### src/rtl/load_store_unit_if.sv
// Request/response and data-memory bundle between the pipeline, the load/store unit and data memory.
// Latency: none; plain wires grouped so the unit exposes one port.
// Backpressure: req_ready/busy carry the stall; slave = load/store unit, master = pipeline+memory side.
//   req_*  : byte-addressed load/store request (valid/ready accepted in IDLE only)
//   mem_*  : word-addressed data memory access (combinational read, posedge write)
//   resp_* : one-cycle completion pulse with load data, tag and error flag
interface load_store_unit_if #(
    parameter int ADDR_W = 5
);
    logic              req_valid;
    logic              req_ready;
    logic              req_we;
    logic [1:0]        req_size;
    logic              req_signed;
    logic [31:0]       req_addr;
    logic [31:0]       req_wdata;
    logic [4:0]        req_rd;

    logic [ADDR_W-1:0] mem_addr;
    logic [31:0]       mem_wdata;
    logic              mem_wr;
    logic              mem_rd;
    logic [31:0]       mem_rdata;

    logic              resp_valid;
    logic [31:0]       resp_data;
    logic [4:0]        resp_rd;
    logic              resp_err;
    logic              busy;

    modport slave (
        input  req_valid, req_we, req_size, req_signed, req_addr, req_wdata, req_rd,
        input  mem_rdata,
        output req_ready, busy,
        output mem_addr, mem_wdata, mem_wr, mem_rd,
        output resp_valid, resp_data, resp_rd, resp_err
    );

    modport master (
        output req_valid, req_we, req_size, req_signed, req_addr, req_wdata, req_rd,
        output mem_rdata,
        input  req_ready, busy,
        input  mem_addr, mem_wdata, mem_wr, mem_rd,
        input  resp_valid, resp_data, resp_rd, resp_err
    );
endinterface

### src/rtl/load_store_unit.sv
// Byte-addressed LB/LBU/LH/LHU/LW/SB/SH/SW to 32-bit word memory, sub-word stores via read-modify-write.
// Latency accept->resp_valid: load 2, SW 2, SB/SH 3, error 1 cycle(s).
// Backpressure: req_ready only in IDLE (busy otherwise); req_valid ignored while busy.
//   clk, rst : clock and synchronous active-high reset
//   bus      : load_store_unit_if.slave (request, data memory, response, busy)
module load_store_unit #(
    parameter int ADDR_W = 5
) (
    input logic             clk,
    input logic             rst,
    load_store_unit_if.slave bus
);
    localparam logic [2:0] IDLE     = 3'd0;
    localparam logic [2:0] LOAD     = 3'd1;
    localparam logic [2:0] RMW_READ = 3'd2;
    localparam logic [2:0] WRITE    = 3'd3;
    localparam logic [2:0] RESP     = 3'd4;

    logic [2:0]        state;
    logic              sgn_q;
    logic [1:0]        size_q;
    logic [ADDR_W+1:0] addr_q;   // only in-range bits survive the error check
    logic [15:0]       wdata_q;  // sub-word store data; SW goes straight to wbuf
    logic [4:0]        rd_q;
    logic [31:0]       wbuf;
    logic [31:0]       resp_data_q;
    logic [4:0]        resp_rd_q;
    logic              resp_err_q;

    logic              req_err;
    logic [7:0]        ld_byte;
    logic [15:0]       ld_half;
    logic [31:0]       ld_val;
    logic [31:0]       merged;
    logic              in_mem;

    always_comb begin
        req_err = 1'b0;
        case (bus.req_size)
            2'b01:   req_err = bus.req_addr[0];
            2'b10:   req_err = |bus.req_addr[1:0];
            2'b11:   req_err = 1'b1;
            default: req_err = 1'b0;
        endcase
        if (|bus.req_addr[31:ADDR_W+2]) begin
            req_err = 1'b1;
        end
    end

    // Lane extraction and extension for loads.
    always_comb begin
        ld_byte = bus.mem_rdata[{addr_q[1:0], 3'b000} +: 8];
        ld_half = addr_q[1] ? bus.mem_rdata[31:16] : bus.mem_rdata[15:0];
        case (size_q)
            2'b00:   ld_val = {{24{sgn_q & ld_byte[7]}}, ld_byte};
            2'b01:   ld_val = {{16{sgn_q & ld_half[15]}}, ld_half};
            default: ld_val = bus.mem_rdata;
        endcase
    end

    // Old word with the addressed lane replaced by the store data.
    always_comb begin
        merged = bus.mem_rdata;
        if (size_q == 2'b00) begin
            merged[{addr_q[1:0], 3'b000} +: 8] = wdata_q[7:0];
        end else begin
            merged[{addr_q[1], 4'b0000} +: 16] = wdata_q;
        end
    end

    assign in_mem         = (state == LOAD) || (state == RMW_READ) || (state == WRITE);
    assign bus.mem_addr   = in_mem ? addr_q[ADDR_W+1:2] : '0;
    assign bus.mem_rd     = (state == LOAD) || (state == RMW_READ);
    // A reset landing on the WRITE cycle must not corrupt memory.
    assign bus.mem_wr     = (state == WRITE) && !rst;
    assign bus.mem_wdata  = (state == WRITE) ? wbuf : 32'h0;
    assign bus.req_ready  = (state == IDLE);
    assign bus.busy       = (state != IDLE);
    assign bus.resp_valid = (state == RESP);
    assign bus.resp_data  = resp_data_q;
    assign bus.resp_rd    = resp_rd_q;
    assign bus.resp_err   = resp_err_q;

    // resp_* registers are only written on the edge that enters RESP,
    // so they hold steady from one response to the next.
    always_ff @(posedge clk) begin
        if (rst) begin
            state       <= IDLE;
            sgn_q       <= 1'b0;
            size_q      <= 2'b00;
            addr_q      <= '0;
            wdata_q     <= 16'h0;
            rd_q        <= 5'd0;
            wbuf        <= 32'h0;
            resp_data_q <= 32'h0;
            resp_rd_q   <= 5'd0;
            resp_err_q  <= 1'b0;
        end else begin
            case (state)
                IDLE: begin
                    if (bus.req_valid) begin
                        sgn_q   <= bus.req_signed;
                        size_q  <= bus.req_size;
                        addr_q  <= bus.req_addr[ADDR_W+1:0];
                        wdata_q <= bus.req_wdata[15:0];
                        rd_q    <= bus.req_rd;
                        if (req_err) begin
                            resp_err_q  <= 1'b1;
                            resp_data_q <= 32'h0;
                            resp_rd_q   <= 5'd0;
                            state       <= RESP;
                        end else if (!bus.req_we) begin
                            state <= LOAD;
                        end else if (bus.req_size == 2'b10) begin
                            wbuf  <= bus.req_wdata;
                            state <= WRITE;
                        end else begin
                            state <= RMW_READ;
                        end
                    end
                end
                LOAD: begin
                    resp_data_q <= ld_val;
                    resp_rd_q   <= rd_q;
                    resp_err_q  <= 1'b0;
                    state       <= RESP;
                end
                RMW_READ: begin
                    wbuf  <= merged;
                    state <= WRITE;
                end
                WRITE: begin
                    resp_data_q <= 32'h0;
                    resp_rd_q   <= 5'd0;
                    resp_err_q  <= 1'b0;
                    state       <= RESP;
                end
                default: state <= IDLE;  // RESP and any stray encoding
            endcase
        end
    end
endmodule

### src/flat_wrapper.sv
// flat-port wrapper written by rule: the top's interface ports become plain ports
module load_store_unit_flat 
#(
    parameter int ADDR_W = 5
)
  (clk, rst, bus_req_valid, bus_req_we, bus_req_size, bus_req_signed, bus_req_addr, bus_req_wdata, bus_req_rd, bus_mem_rdata, bus_req_ready, bus_busy, bus_mem_addr, bus_mem_wdata, bus_mem_wr, bus_mem_rd, bus_resp_valid, bus_resp_data, bus_resp_rd, bus_resp_err);
  load_store_unit_if #(.ADDR_W(ADDR_W)) bus_i ();
  input logic clk;
  input logic rst;
  input wire logic [$bits(bus_i.req_valid)-1:0] bus_req_valid;
  input wire logic [$bits(bus_i.req_we)-1:0] bus_req_we;
  input wire logic [$bits(bus_i.req_size)-1:0] bus_req_size;
  input wire logic [$bits(bus_i.req_signed)-1:0] bus_req_signed;
  input wire logic [$bits(bus_i.req_addr)-1:0] bus_req_addr;
  input wire logic [$bits(bus_i.req_wdata)-1:0] bus_req_wdata;
  input wire logic [$bits(bus_i.req_rd)-1:0] bus_req_rd;
  input wire logic [$bits(bus_i.mem_rdata)-1:0] bus_mem_rdata;
  output wire logic [$bits(bus_i.req_ready)-1:0] bus_req_ready;
  output wire logic [$bits(bus_i.busy)-1:0] bus_busy;
  output wire logic [$bits(bus_i.mem_addr)-1:0] bus_mem_addr;
  output wire logic [$bits(bus_i.mem_wdata)-1:0] bus_mem_wdata;
  output wire logic [$bits(bus_i.mem_wr)-1:0] bus_mem_wr;
  output wire logic [$bits(bus_i.mem_rd)-1:0] bus_mem_rd;
  output wire logic [$bits(bus_i.resp_valid)-1:0] bus_resp_valid;
  output wire logic [$bits(bus_i.resp_data)-1:0] bus_resp_data;
  output wire logic [$bits(bus_i.resp_rd)-1:0] bus_resp_rd;
  output wire logic [$bits(bus_i.resp_err)-1:0] bus_resp_err;
  assign bus_i.req_valid = bus_req_valid;
  assign bus_i.req_we = bus_req_we;
  assign bus_i.req_size = bus_req_size;
  assign bus_i.req_signed = bus_req_signed;
  assign bus_i.req_addr = bus_req_addr;
  assign bus_i.req_wdata = bus_req_wdata;
  assign bus_i.req_rd = bus_req_rd;
  assign bus_i.mem_rdata = bus_mem_rdata;
  assign bus_req_ready = bus_i.req_ready;
  assign bus_busy = bus_i.busy;
  assign bus_mem_addr = bus_i.mem_addr;
  assign bus_mem_wdata = bus_i.mem_wdata;
  assign bus_mem_wr = bus_i.mem_wr;
  assign bus_mem_rd = bus_i.mem_rd;
  assign bus_resp_valid = bus_i.resp_valid;
  assign bus_resp_data = bus_i.resp_data;
  assign bus_resp_rd = bus_i.resp_rd;
  assign bus_resp_err = bus_i.resp_err;
  load_store_unit #(.ADDR_W(ADDR_W)) u_core (.clk(clk), .rst(rst), .bus(bus_i));
endmodule
### config.mk
export PLATFORM = sky130hd
export DESIGN_NAME = load_store_unit_flat
export DESIGN_NICKNAME = d
export VERILOG_FILES = /design/src/rtl/load_store_unit_if.sv /design/src/rtl/load_store_unit.sv /design/src/flat_wrapper.sv
export SDC_FILE = /design/constraint.sdc
export NUM_CORES = 1
export LEC_CHECK = 0
export CELL_PAD_IN_SITES_DETAIL_PLACEMENT = 2
export CELL_PAD_IN_SITES_GLOBAL_PLACEMENT = 2
export CORE_MARGIN = 2
export CORE_UTILIZATION = 27
export CTS_CLUSTER_DIAMETER = 150
export DETAILED_ROUTE_END_ITERATION = 10
export GPL_TIMING_DRIVEN = 0
export HOLD_SLACK_MARGIN = 0.12
export PLACE_DENSITY_LB_ADDON = 0.1
export SLEW_MARGIN = 20
export SYNTH_ARGS = -nofsm -noshare
export SYNTH_HDL_FRONTEND = slang
export SYNTH_SLANG_ARGS = --single-unit
### constraint.sdc
create_clock -name clk -period 3.8 [get_ports clk]
set_input_delay 0.57 -clock clk [delete_from_list [all_inputs] [get_ports clk]]
set_output_delay 0.57 -clock clk [all_outputs]
set_load 0.005 [all_outputs]
==> results.py <==
metrics = {
    "status": {
        "status": "complete, no violations",
    },
    "yosys": {
        "syn-mean-instance-area_um2": 8.378,
        "ys_warn_count": 0,
        "synth_ff_type": "dfxtp_1",
        "synthTopCellsByArea": "dfxtp_1, nand2_1, a21oi_1, mux2_4, mux2i_1",
        "synth.distinct_cells": 46,
        "synth-edff-count": 0,
        "syn_inst": 737,
        "synth_commonest_cells": "nand2_1, dfxtp_1, a21oi_1",
        "seq_area_frac_synth_pct": 33.72,
        "ys_ff_latch": 104,
        "yosysTopAreaCell": "dfxtp_1",
        "async_flop_share_pct": 0,
        "syn_area_um2": 6175,
        "yosysMostFrequentCell": "nand2_1",
        "yosysTopAreaCellShare_pct": 33.72,
        "synth_nets": 850,
    },
    "layout": {
        "fill_cells": 2571,
        "fin_nets": 1047,
        "final_area_um2": 8715,
        "regArea_um2": 2082,
        "syn_to_final_growth_pct": 41.13,
        "fin_cells": 1224,
        "num_antenna_cells": 0,
        "multi_input_area_um2": 3749,
        "drive_gt1_share_pct": 7.029,
        "final_util_pct": 38.61,
    },
    "global_routing": {
        "grt_pass1_vias": 7324,
        "grt_max_degree": 18,
        "antenna_found_initial": 0,
        "use_met1_pct": 28.22,
        "grt_usage_pct": 22.44,
        "grt_first_pass_wirelength_mm": 41.53,
        "top_usage_layer": "met2",
        "gr-total-overflow": 0,
        "use_met2_pct": 38.94,
        "grt_use_met3_pct": 3.482,
    },
    "floorplanning": {
        "die_h_um": 155.2,
        "dieWidth_um": 155.2,
        "die_area_um2": 24090,
        "io_pins": 188,
        "num_rows": 55,
        "core_area_um2": 22570,
        "start_util_pct": 27.36,
    },
    "timing": {
        "fin_crit_ps": 3626,
        "finalSetupTns_ps": 0,
        "max_freq_mhz": 275.8,
        "tightest_slew_ps": 771.2,
        "whs_ps": 456.5,
        "finalMaxSlewViolations": 0,
        "fin_skew_ps": 9.769,
        "hold_viol": 0,
        "timing.slew.headroom_pct": 48.16,
        "setup_viol": 0,
        "fin_crit_sh_pct": 95.42,
        "rsz0062_at_grt": "false",
        "layout_setup_ws_ps": 174.2,
    },
    "clocking": {
        "numCtsBuffers": 9,
        "insertion_delay_ps": 370,
        "htree_levels": 3,
        "cts_resized": 1,
        "cts_root_buf": "clkbuf_16",
        "hold_buffers": 0,
        "clock_path_buffers": 2,
        "clock_sinks": 104,
        "cts_tree": "done",
        "cts.clk_slew.worst_paths_ps": 70,
        "post_cts_buffers": 0,
    },
    "routing": {
        "wire_per_inst_um": 22.26,
        "firstDrtPassIters": 4,
        "routed_wl_mm": 27.24,
        "drt_iter0_drc": 249,
        "postRouteAntennaNets": 0,
        "vias_per_cell": 5.358,
        "post-route-drc-count": 0,
        "num_vias": 6558,
    },
    "place": {
        "place_inst": 1209,
        "gp_congestion": 0.9030,
        "placed_cell_area_um2": 8409,
        "preCtsSetupSlack_ps": -57.03,
        "dp_hpwl_mm": 21.88,
        "io_buffers": 187,
    },
    "setup_path": {
        "path_cells": "clkdlybuf4s50_1 -> clkbuf_1 -> buf_1 -> clkbuf_2 -> nor2_1 -> clkdlybuf4s50_1",
        "max_stage_delay_ps": 540,
        "worstPathArrival_ps": 3060,
        "crit_path_end_kind": "output port",
        "cpMostUsedCell": "clkdlybuf4s50_1",
        "crit_type": "input pin to output port",
        "crit_path_start_kind": "input pin",
        "crit_slowest_cell": "buf_1",
        "required_ps": 3230,
        "crit_path_max_fanout": 10,
    },
    "hold_path": {
        "min_path_type": "flip-flop to flip-flop",
    },
    "flow_run": {
        "max-cap-violations": 0,
    },
    "power_and_ir_drop": {
        "powerDensity_nw_per_um2": 304.7,
        "ir_drop_mv": 0.1957,
        "power.leakage_nw": 3.478,
        "p_total_mw": 2.655,
    },
}
[cells in the final DEF (no fill, tap or decap), types with 2 or more instances in the layout]
cell / netlist / layout
buf_6: 4 / 4
nand2_1: 125 / 125
mux2i_1: 40 / 40
clkbuf_1: 54 / 53
nor2_1: 17 / 17
nor4bb_1: 3 / 3
ha_1: 5 / 5
and2_1: 12 / 12
a22o_1: 6 / 6
mux2_2: 3 / 3
a211o_1: 32 / 32
clkinvlp_4: 0 / 4
clkbuf_16: 0 / 9
a221oi_1: 39 / 39
nor4_1: 6 / 5
nor3b_1: 3 / 3
clkdlybuf4s50_1: 0 / 187
or2_2: 2 / 2
dfxtp_1: 104 / 104
mux2_4: 30 / 30
and3_1: 32 / 32
o2bb2ai_1: 9 / 9
a21o_1: 23 / 23
o21ai_0: 9 / 9
a311oi_1: 6 / 6
a21oi_1: 93 / 93
inv_1: 16 / 16
nor3_1: 2 / 2
nor2b_1: 33 / 33
buf_1: 10 / 9
[flip-flops by register name, summed over array words and instances (netlist names)]
register and count:
u_core.sgn_q 1, u_core.state 3, u_core.bus.resp_rd 5, u_core.wbuf 32, u_core.wdata_q 16, u_core.bus.resp_err 1
u_core.size_q 2, u_core.bus.resp_data 32, u_core.rd_q 5, u_core.addr_q 7
[metal layers]
metal  vias up  part of all wire [%]
met3        40                   5.5
met2       194                    49
met4         0                   2.6
li1       3054                     -
met1      3270                    43
met5         -                     0
[logic make-up (layout without fill, tap and decap cells)]
family	count (synthesis)	in the layout	share of synthesized area, %
compound gates	224	224	25.29
xor+xnor	1	1	0.1419
fa+ha+maj	5	5	1.013
buf+inv	85	287	5.674
flops	104	104	33.72
mux	73	73	14.33
simple gates	245	245	19.84
[report_power, final]
group	total, mW	switching (mW)	internal [mW]
clock	1.00	0.469	0.531
sequential	1.14	0.0303	1.11
combinational	0.512	0.291	0.222
total	2.66	0.790	1.87
[cell type report]
class / count / share of cell area, %
plain buffers: 68 / 3.302
clock buffers: 10 / 2.742
clock inverters: 6 / 0.7897
inverters: 16 / 0.6892
multi-input cells: 548 / 43.02
flip-flops and latches: 104 / 23.89
well taps: 285 / 4.092
repair buffers: 187 / 21.48
[worst max-delay path, delay by kind of cell]
kind,cells,cell delay [ps]
simple gates,1,90
buf+inv,5,2370
[worst paths after layout]
check,startpoint,end,slack (ps),cells after the start
worst max-delay path,rst,bus_mem_wr,170,6
worst min-delay path,u_core.bus.resp_data[21],u_core.bus.resp_data[21],460,1
worst max register to register,u_core.addr_q[0],u_core.wbuf[19],340,10
worst min register to register,u_core.bus.resp_data[21],u_core.bus.resp_data[21],460,1
Note: power is estimated with default switching activity, not from simulation.
